[src/rtl/encoder_8to3_seq_pkg.sv]
// encoder_8to3_pkg: shared widths, FSM states and line-to-code mapping for the sequential 8-to-3 encoder
package encoder_8to3_pkg;
  localparam int N_LINES = 8;
  localparam int CODE_W = 3;
  typedef enum logic {IDLE, PRESENT} state_t;
  function automatic logic [CODE_W-1:0] line_to_code(input logic [CODE_W-1:0] idx);
    return ~idx;
  endfunction
endpackage

[src/rtl/encoder_8to3_seq_if.sv]
// encoder_8to3_seq_if: request lines plus valid/ready code handshake of the sequential encoder
interface encoder_8to3_seq_if;
  import encoder_8to3_pkg::*;
  logic enable;
  logic [N_LINES-1:0] d;
  logic ready;
  logic [CODE_W-1:0] code;
  logic valid;
  logic more;
  logic busy;
  modport master (output enable, d, ready, input code, valid, more, busy);
  modport slave (input enable, d, ready, output code, valid, more, busy);
endinterface

[src/rtl/encoder_8to3_seq_prio_pick8.sv]
// prio_pick8: combinational 8-bit picker, lowest set bit or first set bit at/after start when rr=1
module prio_pick8 (
  input  logic [7:0] req,
  input  logic [2:0] start,
  input  logic       rr,
  output logic [7:0] gnt_onehot,
  output logic [2:0] gnt_idx,
  output logic       any
);
  logic [2:0] eff, off;
  logic [7:0] rot;
  always_comb begin
    eff = rr ? start : 3'd0;
    rot = '0;
    off = '0;
    for (int i = 0; i < 8; i++) rot[i] = req[3'(i) + eff];
    for (int i = 7; i >= 0; i--) if (rot[i]) off = 3'(i);
    any = |req;
    gnt_idx = off + eff;
    gnt_onehot = any ? 8'd1 << gnt_idx : 8'd0;
  end
endmodule

[src/rtl/encoder_8to3_seq.sv]
// encoder_8to3_seq: captures request lines into a pending set and serialises them as decoder select codes
module encoder_8to3_seq
  import encoder_8to3_pkg::*;
#(
  parameter bit RR = 1'b0
) (
  input logic clk,
  input logic reset,
  encoder_8to3_seq_if.slave bus
);
  state_t state_q, state_d;
  logic [N_LINES-1:0] pending_q, pending_d, clr, gnt_onehot;
  logic [CODE_W-1:0] code_q, code_d, ptr_q, ptr_d, gnt_idx;
  logic more_q, more_d, any, load;
  prio_pick8 u_pick (
    .req(pending_q),
    .start(ptr_q + 3'd1),
    .rr(RR),
    .gnt_onehot(gnt_onehot),
    .gnt_idx(gnt_idx),
    .any(any)
  );
  always_comb begin
    load = any && (state_q == IDLE || bus.ready);
    clr = load ? gnt_onehot : '0;
    pending_d = (pending_q & ~clr) | (bus.d & {N_LINES{bus.enable}});
    state_d = load ? PRESENT : (state_q == PRESENT && bus.ready) ? IDLE : state_q;
    code_d = load ? line_to_code(gnt_idx) : code_q;
    ptr_d = load ? gnt_idx : ptr_q;
    more_d = state_d == PRESENT && |(pending_d & ~clr);
  end
  always_ff @(posedge clk or posedge reset) begin
    if (reset) begin
      state_q <= IDLE;
      pending_q <= '0;
      code_q <= '0;
      ptr_q <= 3'd7;
      more_q <= 1'b0;
    end else begin
      state_q <= state_d;
      pending_q <= pending_d;
      code_q <= code_d;
      ptr_q <= ptr_d;
      more_q <= more_d;
    end
  end
  assign bus.code = code_q;
  assign bus.valid = state_q == PRESENT;
  assign bus.more = more_q;
  assign bus.busy = state_q == PRESENT || pending_q != '0;
endmodule

[src/flat_wrapper.sv]
// flat-port wrapper written by rule: the top's interface ports become plain ports
module encoder_8to3_seq_flat import encoder_8to3_pkg::*;
#(
  parameter bit RR = 1'b0
)
  (clk, reset, bus_enable, bus_d, bus_ready, bus_code, bus_valid, bus_more, bus_busy);
  encoder_8to3_seq_if bus_i ();
  input logic clk;
  input logic reset;
  input wire logic [$bits(bus_i.enable)-1:0] bus_enable;
  input wire logic [$bits(bus_i.d)-1:0] bus_d;
  input wire logic [$bits(bus_i.ready)-1:0] bus_ready;
  output wire logic [$bits(bus_i.code)-1:0] bus_code;
  output wire logic [$bits(bus_i.valid)-1:0] bus_valid;
  output wire logic [$bits(bus_i.more)-1:0] bus_more;
  output wire logic [$bits(bus_i.busy)-1:0] bus_busy;
  assign bus_i.enable = bus_enable;
  assign bus_i.d = bus_d;
  assign bus_i.ready = bus_ready;
  assign bus_code = bus_i.code;
  assign bus_valid = bus_i.valid;
  assign bus_more = bus_i.more;
  assign bus_busy = bus_i.busy;
  encoder_8to3_seq #(.RR(RR)) u_core (.clk(clk), .reset(reset), .bus(bus_i));
endmodule
[config.mk]
export PLATFORM = sky130hd
export DESIGN_NAME = encoder_8to3_seq_flat
export DESIGN_NICKNAME = d
export VERILOG_FILES = /design/src/rtl/encoder_8to3_seq_pkg.sv /design/src/rtl/encoder_8to3_seq_if.sv /design/src/rtl/encoder_8to3_seq_prio_pick8.sv /design/src/rtl/encoder_8to3_seq.sv /design/src/flat_wrapper.sv
export SDC_FILE = /design/constraint.sdc
export NUM_CORES = 1
export LEC_CHECK = 0
export CAP_MARGIN = 20
export CELL_PAD_IN_SITES_DETAIL_PLACEMENT = 0
export CELL_PAD_IN_SITES_GLOBAL_PLACEMENT = 1
export CORE_AREA = 2 2 47 49
export CTS_BUF_LIST = sky130_fd_sc_hd__clkbuf_4
export DETAILED_ROUTE_END_ITERATION = 10
export DIE_AREA = 0 0 49 51
export PLACE_DENSITY_LB_ADDON = 0.1
export SETUP_SLACK_MARGIN = 0.02
export SLEW_MARGIN = 20
export SYNTH_ARGS = -nofsm -noshare
export SYNTH_HDL_FRONTEND = slang
export SYNTH_SLANG_ARGS = --single-unit
[constraint.sdc]
create_clock -name clk -period 3.76 [get_ports clk]
set_input_delay 0.376 -clock clk [delete_from_list [all_inputs] [get_ports clk]]
set_output_delay 0.376 -clock clk [all_outputs]
set_load 0.01 [all_outputs]
==> impl_metrics.py <==
metrics = {
    "status": {
        "run_status": "complete, no violations",
    },
    "global_route": {
        "grt-ovfl-total": 0,
        "grt_util_all_layers_pct": 14.9,
        "grt_pass1_wl_um": 2820,
        "grt_max_degree": 14,
        "grt_antenna_before_repair": 0,
        "grt_pass1_vias": 663,
    },
    "cts": {
        "post-cts-setup-buffer-count": 0,
        "clk_pin_slew_ns": 0.08,
        "cts.sinks": 13,
        "cts-root-buf": "clkbuf_4",
        "cts.htree.levels": 1,
        "cts_resized": 0,
        "insertion_delay_ns": 0.27,
        "cts_max_path_buffers": 2,
        "hold_buffers": 0,
        "numCtsBuffers": 3,
        "cts_tree": "yes",
    },
    "floorplanning": {
        "die_w_um": 49,
        "die_area_mm2": 0.00250,
        "core_mm2": 0.00206,
        "num_rows": 17,
        "die_y_um": 51,
        "ios": 18,
        "start_util_pct": 37.7,
    },
    "synth": {
        "synth_cell_types": 36,
        "syn_inst": 81,
        "synth_edf_count": 0,
        "syn_nets": 93,
        "async_flop_share_pct": 100,
        "ys_seq_area_share_pct": 41.8,
        "synth.top_cell.area_share_pct": 41.8,
        "synth.area.top_cells": "dfrtp_1 42%, o21ai_0 5.8%, nand2_1 4.8%",
        "syn_area_um2": 778,
        "synth_top_cell_by_area": "dfrtp_1",
        "synthTopCellsByCount": "13 x dfrtp_1, 10 x nand2_1, 9 x o21ai_0",
        "synth_warnings": 0,
        "ys.flop_type": "dfrtp_1",
        "ys_ff_latch": 13,
        "synth.most_common_cell": "dfrtp_1",
        "avgSynthCellArea_um2": 9.61,
    },
    "place": {
        "gp_congestion": 0.720,
        "dpl.hpwl_um": 1240,
        "portBuffers": 17,
        "dp_slack_ns": 1.74,
        "postPlaceCellArea_um2": 937,
    },
    "sta": {
        "hold_slack_ns": 0.425,
        "max-slew-margin-rel_pct": 66.1,
        "finalHoldViolations": 0,
        "finalCritPeriodShare_pct": 58.7,
        "finalSetupViolations": 0,
        "finalClockSkew_ns": 0.00194,
        "tightest_slew_ns": 0.508,
        "max_freq_ghz": 0.453,
        "rsz0062_at_grt": "false",
        "min_period_ns": 2.21,
        "finalSetupTns_ns": 0,
        "setup_ws_ns": 1.55,
        "slew_violations": 0,
    },
    "setup_path": {
        "crit_fanout": 9,
        "worstSetupEndpointType": "output pin",
        "cp.arrival_ns": 1.83,
        "critPathLaunchType": "flop",
        "crit_type": "flop to output pin",
        "crit_required_ns": 3.38,
    },
    "routing": {
        "wl_per_cell_um": 13.0,
        "antenna_left": 0,
        "first_pass_iters": 4,
        "drc_errors": 0,
        "wl_um": 1620,
        "via_count": 671,
        "first_iter_violations": 13,
        "vias_per_cell": 5.37,
    },
    "layout": {
        "final_nets": 110,
        "n_fill_cell": 221,
        "drive_gt1_share_pct": 11.3,
        "diodes": 0,
        "syn_to_final_growth_pct": 24.3,
        "fin_area_um2": 967,
    },
    "power": {
        "power.leakage_nw": 0.369,
        "pwr_density_cell_mw_per_mm2": 333,
        "ir_worst_vdd_v": 0.000171,
        "power_mw": 0.322,
    },
    "run": {
        "max_cap_violations": 0,
    },
    "hold_path": {
        "hold_class": "input pin to asynchronous set/reset pin",
    },
}
==> report_power, final <==
group / internal [mW] / switching (mW)
logic: 0.0330 / 0.0269
registers: 0.150 / 0.0179
clock network: 0.0483 / 0.0461
==> per-layer routing <==
metal,up-vias,part of all wire (%),GRT usage (%)
li1,331,-,-
met1,314,49,18.6
met2,22,45,23.5
met3,4,5.2,4.09
met4,0,1.6,8.10
met5,-,0,0
==> cell families (layout without fill, tap and decap cells) <==
family	Yosys count	count (layout)	share of synthesized area, %
and+or+nand+nor	26	26	21.1
DFF	13	13	41.8
AOI/OAI and AO/OA	30	30	27.0
buffers and inverters	11	27	8.84
muxes	1	1	1.29
==> flip-flops by register name (all words and copies together) (netlist names) <==
| signal | count |
|---|---|
| u_core.bus.code | 3 |
| u_core.bus.more | 1 |
| u_core.pending_q | 8 |
| u_core.bus.valid | 1 |
==> stage by stage <==
stage | utilization, % | cells
floorplan | - | 81
global placement | 45.4 | 121
detailed placement | 45.4 | 121
CTS | 46.9 | 125
global route | 46.9 | 125
finish | 46.9 | 125
==> layout make-up <==
class	instances	area, µm²	area share (%)
clock buffer	4	30.0	3.10
inverter	6	22.5	2.33
multi-input combinational	57	384	39.7
sequential	13	325	33.6
tap	28	35.0	3.62
timing repair buffer	17	170	17.6
==> worst paths after layout <==
check                                            endpoint  cells past startpoint                           start  slack, ns
min in group clk           u_core.bus.code[1]$_DFFE_PP0P_                      1  u_core.bus.code[1]$_DFFE_PP0P_       0.49
max                                              bus_busy                      3   u_core.pending_q[4]$_DFF_PP0_       1.55
max in group asynchronous   u_core.pending_q[0]$_DFF_PP0_                      2                           reset       2.99
min reg2reg                u_core.bus.code[1]$_DFFE_PP0P_                      1  u_core.bus.code[1]$_DFFE_PP0P_       0.49
max reg2reg                     u_core.bus.more$_DFF_PP0_                      5   u_core.pending_q[1]$_DFF_PP0_       2.06
min                         u_core.pending_q[6]$_DFF_PP0_                      2                           reset       0.42
==> cell usage in the layout (no fill, tap or decap), drive strengths merged, types with 3 or more instances in the layout <==
master         netlist  layout
clkbuf               0       4
nor2                 4       4
inv                  6       6
a21oi                3       3
o21ai               10      10
clkdlybuf4s50        0      17
nor4                 3       3
dfrtp               13      13
nand2               10      10
==> critical path, stage by stage, from the launching register on <==
cell and delay (ns):
dfrtp_1 0.49, nor4_2 0.46, nand3b_1 0.11, clkdlybuf4s50_1 0.49
(Power assumes the default switching activity.)
